$ cat src/rtl/read_burst.sv
// Burst reader: issues one read command to a memory port, then collects BEATS
// 128-bit words from the read-data FIFO (least-significant beat first) and
// presents the assembled result on data_out with a one-cycle data_valid pulse.
module read_burst #(
  parameter int unsigned BEATS    = 6,
  parameter logic [2:0]  CMD_READ = 3'b001
) (
  input  logic                   clk,
  input  logic                   reset,
  input  logic                   read,
  input  logic [30:0]            address_in,
  output logic                   busy,
  output logic                   address_enable,
  output logic [2:0]             read_command,
  output logic [30:0]            address_out,
  output logic [5:0]             burst_length,
  input  logic                   command_full,
  input  logic                   read_empty,
  input  logic [127:0]           read_data_in,
  output logic                   read_enable,
  output logic [128*BEATS-1:0]   data_out,
  output logic                   data_valid
);

  localparam int unsigned CntW = $clog2(BEATS + 1);

  localparam logic [1:0] StIdle    = 2'd0;
  localparam logic [1:0] StCmd     = 2'd1;
  localparam logic [1:0] StCollect = 2'd2;
  localparam logic [1:0] StDone    = 2'd3;

  logic [1:0]           state_q, state_d;
  logic [CntW-1:0]      cnt_q, cnt_d;
  logic [30:0]          addr_q, addr_d;
  logic [128*BEATS-1:0] asm_q, asm_d;
  logic [128*BEATS-1:0] data_out_q, data_out_d;
  logic                 data_valid_q, data_valid_d;
  logic                 accept;

  assign burst_length = 6'(BEATS - 1);
  assign address_out  = addr_q;
  assign data_out     = data_out_q;
  assign data_valid   = data_valid_q;
  // Busy stays high through the data_valid cycle so a new request lands one cycle later.
  assign busy         = (state_q != StIdle) || data_valid_q;
  assign accept       = (state_q == StIdle) && !data_valid_q && read;

  // Next-state decode and combinational memory-port strobes.
  always_comb begin
    state_d        = state_q;
    address_enable = 1'b0;
    read_command   = 3'b000;
    read_enable    = 1'b0;
    unique case (state_q)
      StIdle: begin
        if (accept) state_d = StCmd;
      end
      StCmd: begin
        if (!command_full) begin
          address_enable = 1'b1;
          read_command   = CMD_READ;
          state_d        = StCollect;
        end
      end
      StCollect: begin
        read_enable = !read_empty;
        if (!read_empty && (cnt_q == CntW'(BEATS - 1))) state_d = StDone;
      end
      StDone: begin
        state_d = StIdle;
      end
      default: state_d = StIdle;
    endcase
  end

  // Datapath next-state: address latch, beat counter, assembly and result registers.
  always_comb begin
    addr_d       = addr_q;
    cnt_d        = cnt_q;
    asm_d        = asm_q;
    data_out_d   = data_out_q;
    data_valid_d = 1'b0;
    if (accept) begin
      addr_d = address_in;
      cnt_d  = '0;
    end
    if (read_enable) begin
      asm_d[128*cnt_q +: 128] = read_data_in;
      cnt_d                   = cnt_q + CntW'(1);
    end
    if (state_q == StDone) begin
      data_out_d   = asm_q;
      data_valid_d = 1'b1;
    end
  end

  // State registers; asynchronous reset aborts any burst in flight.
  always_ff @(posedge clk or negedge reset) begin
    if (!reset) begin
      state_q      <= StIdle;
      cnt_q        <= '0;
      addr_q       <= '0;
      asm_q        <= '0;
      data_out_q   <= '0;
      data_valid_q <= 1'b0;
    end else begin
      state_q      <= state_d;
      cnt_q        <= cnt_d;
      addr_q       <= addr_d;
      asm_q        <= asm_d;
      data_out_q   <= data_out_d;
      data_valid_q <= data_valid_d;
    end
  end

endmodule
$ cat config.mk
export PLATFORM = sky130hd
export DESIGN_NAME = read_burst
export DESIGN_NICKNAME = d
export VERILOG_FILES = /design/src/rtl/read_burst.sv
export SDC_FILE = /design/constraint.sdc
export NUM_CORES = 2
export LEC_CHECK = 0
export BUFFER_PORTS_ARGS = -buffer_cell sky130_fd_sc_hd__buf_4
export CELL_PAD_IN_SITES_DETAIL_PLACEMENT = 1
export CELL_PAD_IN_SITES_GLOBAL_PLACEMENT = 2
export CORE_MARGIN = 2
export CORE_UTILIZATION = 43
export DETAILED_ROUTE_END_ITERATION = 8
export PLACE_DENSITY_LB_ADDON = 0.1
export SLEW_MARGIN = 20
export SYNTH_ARGS = -nofsm -noshare
export SYNTH_HDL_FRONTEND = slang
export SYNTH_SLANG_ARGS = --single-unit
$ cat constraint.sdc
create_clock -name clk -period 7.7 [get_ports clk]
set_clock_uncertainty 0.1 [all_clocks]
set_input_delay 1.155 -clock clk [delete_from_list [all_inputs] [get_ports clk]]
set_output_delay 1.155 -clock clk [all_outputs]
set_load 0.01 [all_outputs]
==> summary.md <==
| Metric | Value |
|---|---|
| Outcome | `completed` |
| Maximum fanout along the worst path | `79` |
| Hold/Removal Path Class | `in -> async` |
| Flop pwr share | `41.0%` |
| Sum Neg Setup Slack | `0 ns` |
| Sw Ratio | `32.0%` |
| Drt via density | `5.07` |
| Yosys top cell area share | `between 60 and 70%` |
| Seq/Total Area, Yosys | `64.3%` |
| Worst Path Arrival | `around 5.0 ns` |
| Most common cell in the netlist | `dfrtp_1` |
| Later-pin clock latency in the skew report | `0.79 ns` |
| Simple-gate area share of the yosys netlist | `~3.2%` |
| Leak | `0.0390 µW` |
| Final Hold Fails | `0` |
| Netlist cell types | `31` |
| R2R Path End | `asm_q[655]` |
| DR vias | `35,800` |
| Row count | `138` |
| Hold-fix buffer count after cts | `0` |
| Yosys top cell by area | `dfrtp_1` |
| Synth-to-Final Area Change | `24.0%` |
| Footprint of the multi-input gates | `0.0196 mm²` |
| RSZ-0062 raised after global routing | `false` |
| Finished Layout Cells | `about 7,000` |
| Reg2reg start | `cnt_q[0]` |
| Max frequency | `0.224 GHz` |
| CTS tree | `built` |
| CP startpoint kind | `register` |
| Internal power | `between 20,000 and 25,000 µW` |
| Synth Area in XOR/XNOR | `0%` |
| Grt ovf | `0` |
| Number of flops mapped to enable cells by yosys | `0` |
| Number of remaining DRC errors | `0` |
| First-pass GRT wire length | `270 mm` |
| Post-Syn Instances | `4,068` |
| Drt total wl | `182 mm` |
| Gpl congestion | `0.780` |
| Die W | `381 µm` |
| R2R setup slack | `3.23 ns` |
| Cell Area, Synth | `a little over 0.06 mm²` |
| CP Cell Sequence | `inv_1 > ha_4 > ha_1 > nor3b_1 > nand3_4 > buf_12 > mux2_2` |
| Yosys reg bits | `1,573` |
| CP required | `8.26 ns` |
| Pin count of the biggest net entering global routing | `192` |
| Clk root buf | `clkbuf_16` |
| Drt wl/cell | `~26 µm` |
| Final Cycle Share | `~58%` |
| Initial Utilization | `43.3%` |
| DRT Pass-1 Iters | `5` |
| DPL Wire Length | `124 mm` |
| Worst reg2reg path depth | `7` |
| Max stage delay cell, worst path | `dfrtp_4` |
| Fin area | `0.0759 mm²` |
| H-tree depth | `4` |
| I/O Buffers | `about 970` |
| Die height | `around 380 µm` |
| Switching Power | `9670 µW` |
| CTS Buf Count | `170` |
| Layout cell share with drive strength beyond 1 | `50.4%` |
| Largest family of logic cells by synthesized area | `multiplexers` |
| Adder-cell share of the synthesized area | `less than 1%` |
| Multiplexer share of the synthesized area | `about 28%` |
| Asr flop ratio synth | `100%` |
| Vias in the first global route | `38,400` |
| Power Total | `30,300 µW` |
| Critical path type | `reg -> reg` |
| Clk pwr share | `27.3%` |
| Avg Inst Size Synth | `15.0 µm²` |
| Synth cell count leaders | `dfrtp_1, mux2_2, inv_1, nand2_1, mux2i_1` |
| CP peak stage delay | `0.91 ns` |
| Placed standard-cell area | `0.0702 mm²` |
| Combinational Power Share | `between 30% and 40%` |
| PD cells | `between 300 and 400 mW/mm²` |
| Buf+Inv Stages, Crit Path | `2` |
| Fill cells | `around 14,000` |
| Initial antenna violation count | `10` |
| Post-CTS Setup Bufs | `0` |
| Boundary Pins | `a little under 1,000` |
| Maximum vdd drop | `0.000285 V` |
| CTS Buffer Depth | `3` |
| Minimum clock period | `approximately 4.5 ns` |
| Final #Nets | `approximately 5,200` |
| Relative slew margins | `29.1%` |
| Core ar. | `approximately 0.14 mm²` |
| CTS resizes | `0` |
| Clock transition at path regs | `about 0.06 ns` |
| Cell family with most CP delay | `simple AND/OR/NAND/NOR gates` |
| YS warnings | `0` |
| Routed Antenna Nets | `0` |
| CTS sink cnt | `1,573` |
| Slew Limit Fails | `0` |
| Crit end category | `register` |
| Final setup viols | `0` |
| Maxcap violations | `0` |
| Seq. cell area | `0.0394 mm²` |
| Ys flop type | `dfrtp_1` |
| Placed cell count | `6,745` |
| Worst Tran Pin Value | `1.06 ns` |
| Post-synthesis compound-gate area fraction | `0.0429%` |
| Cells taking the most area after synthesis | `dfrtp_1, mux2_2, mux2i_1, inv_1, nand2_1` |
| All-Layer GR Usage | `25.2%` |
| DRT iter0 DRCs | `approximately 1,900` |
| Die area | `0.145 mm²` |
==> logic make-up (layout without fill, tap and decap cells) <==
kind of cell    after synthesis  after routing
other cells                   2             11
flops                      1573           1573
fa+ha+maj                    12             12
simple gates                410            410
buf+inv                     498           1592
compound gates                4              4
mux                        1569           1569
==> flip-flops by register name, summed over array words and instances, names as in the netlist <==
register     cells
asm_q          768
data_out       768
address_out     31
cnt_q            3
state_q          2
data_valid       1
==> worst max path at each step <==
stage	startpoint	end	slack [ns]	cells after the start
after CTS	cnt_q[0]	asm_q[281]	3.11	7
after global routing	cnt_q[0]	asm_q[274]	2.89	7
after floorplan	command_full	read_command[0]	4.91	2
after global placement	cnt_q[0]	asm_q[749]	3.30	7
after detailed placement	cnt_q[0]	asm_q[274]	3.16	7
final	cnt_q[0]	asm_q[655]	3.23	7
==> stage by stage <==
stage	setup slack, ns	hold WS [ns]	utilization (%)
floorplan	4.91	0.374	-
global placement	3.30	0.378	49.6
detailed placement	3.16	0.387	49.6
CTS	3.11	0.217	53.6
global route	2.89	0.240	53.7
finish	3.23	0.190	53.7
==> power by group through the flow <==
| stage | combinational (µW) | clock [µW] | sequential [µW] |
|---|---|---|---|
| 2_1_floorplan | 4710 | 0 | 12700 |
| 3_3_place_gp | 9560 | 0 | 12400 |
| 3_5_place_dp | 9740 | 0 | 12600 |
| 4_1_cts | 9790 | 8470 | 12400 |
| 5_1_grt | 10300 | 8800 | 12800 |
| 6_report | 9590 | 8260 | 12400 |
==> placed cells by master, fill, tap and decap left out, drive strengths merged, types with 26 or more instances in the layout <==
cell / netlist / layout
mux2: 1312 / 1312
nand2: 259 / 259
dfrtp: 1573 / 1573
clkbuf: 72 / 263
mux2i: 257 / 257
clkinv: 0 / 33
and2: 26 / 26
and3: 102 / 102
inv: 262 / 266
buf: 164 / 1018
==> area by class of cell <==
| type | instances | area share, % |
|---|---|---|
| flip-flops and latches | 1573 | 51.9 |
| multi-input cells | 2003 | 25.8 |
| repair buffers | 1018 | 10.4 |
| clock buffers | 263 | 6.72 |
| well taps | 1890 | 3.12 |
| inverters | 262 | 1.30 |
| clock inverters | 49 | 0.768 |
| diodes | 3 | 0.00989 |
==> routing by layer <==
metal	part of all wire, %	track usage, %
met4	3.9	9.57
met2	47	40.0
met1	41	31.9
met3	7.2	8.29
met5	0.064	0.364
Note: power is estimated with default switching activity, not from simulation.
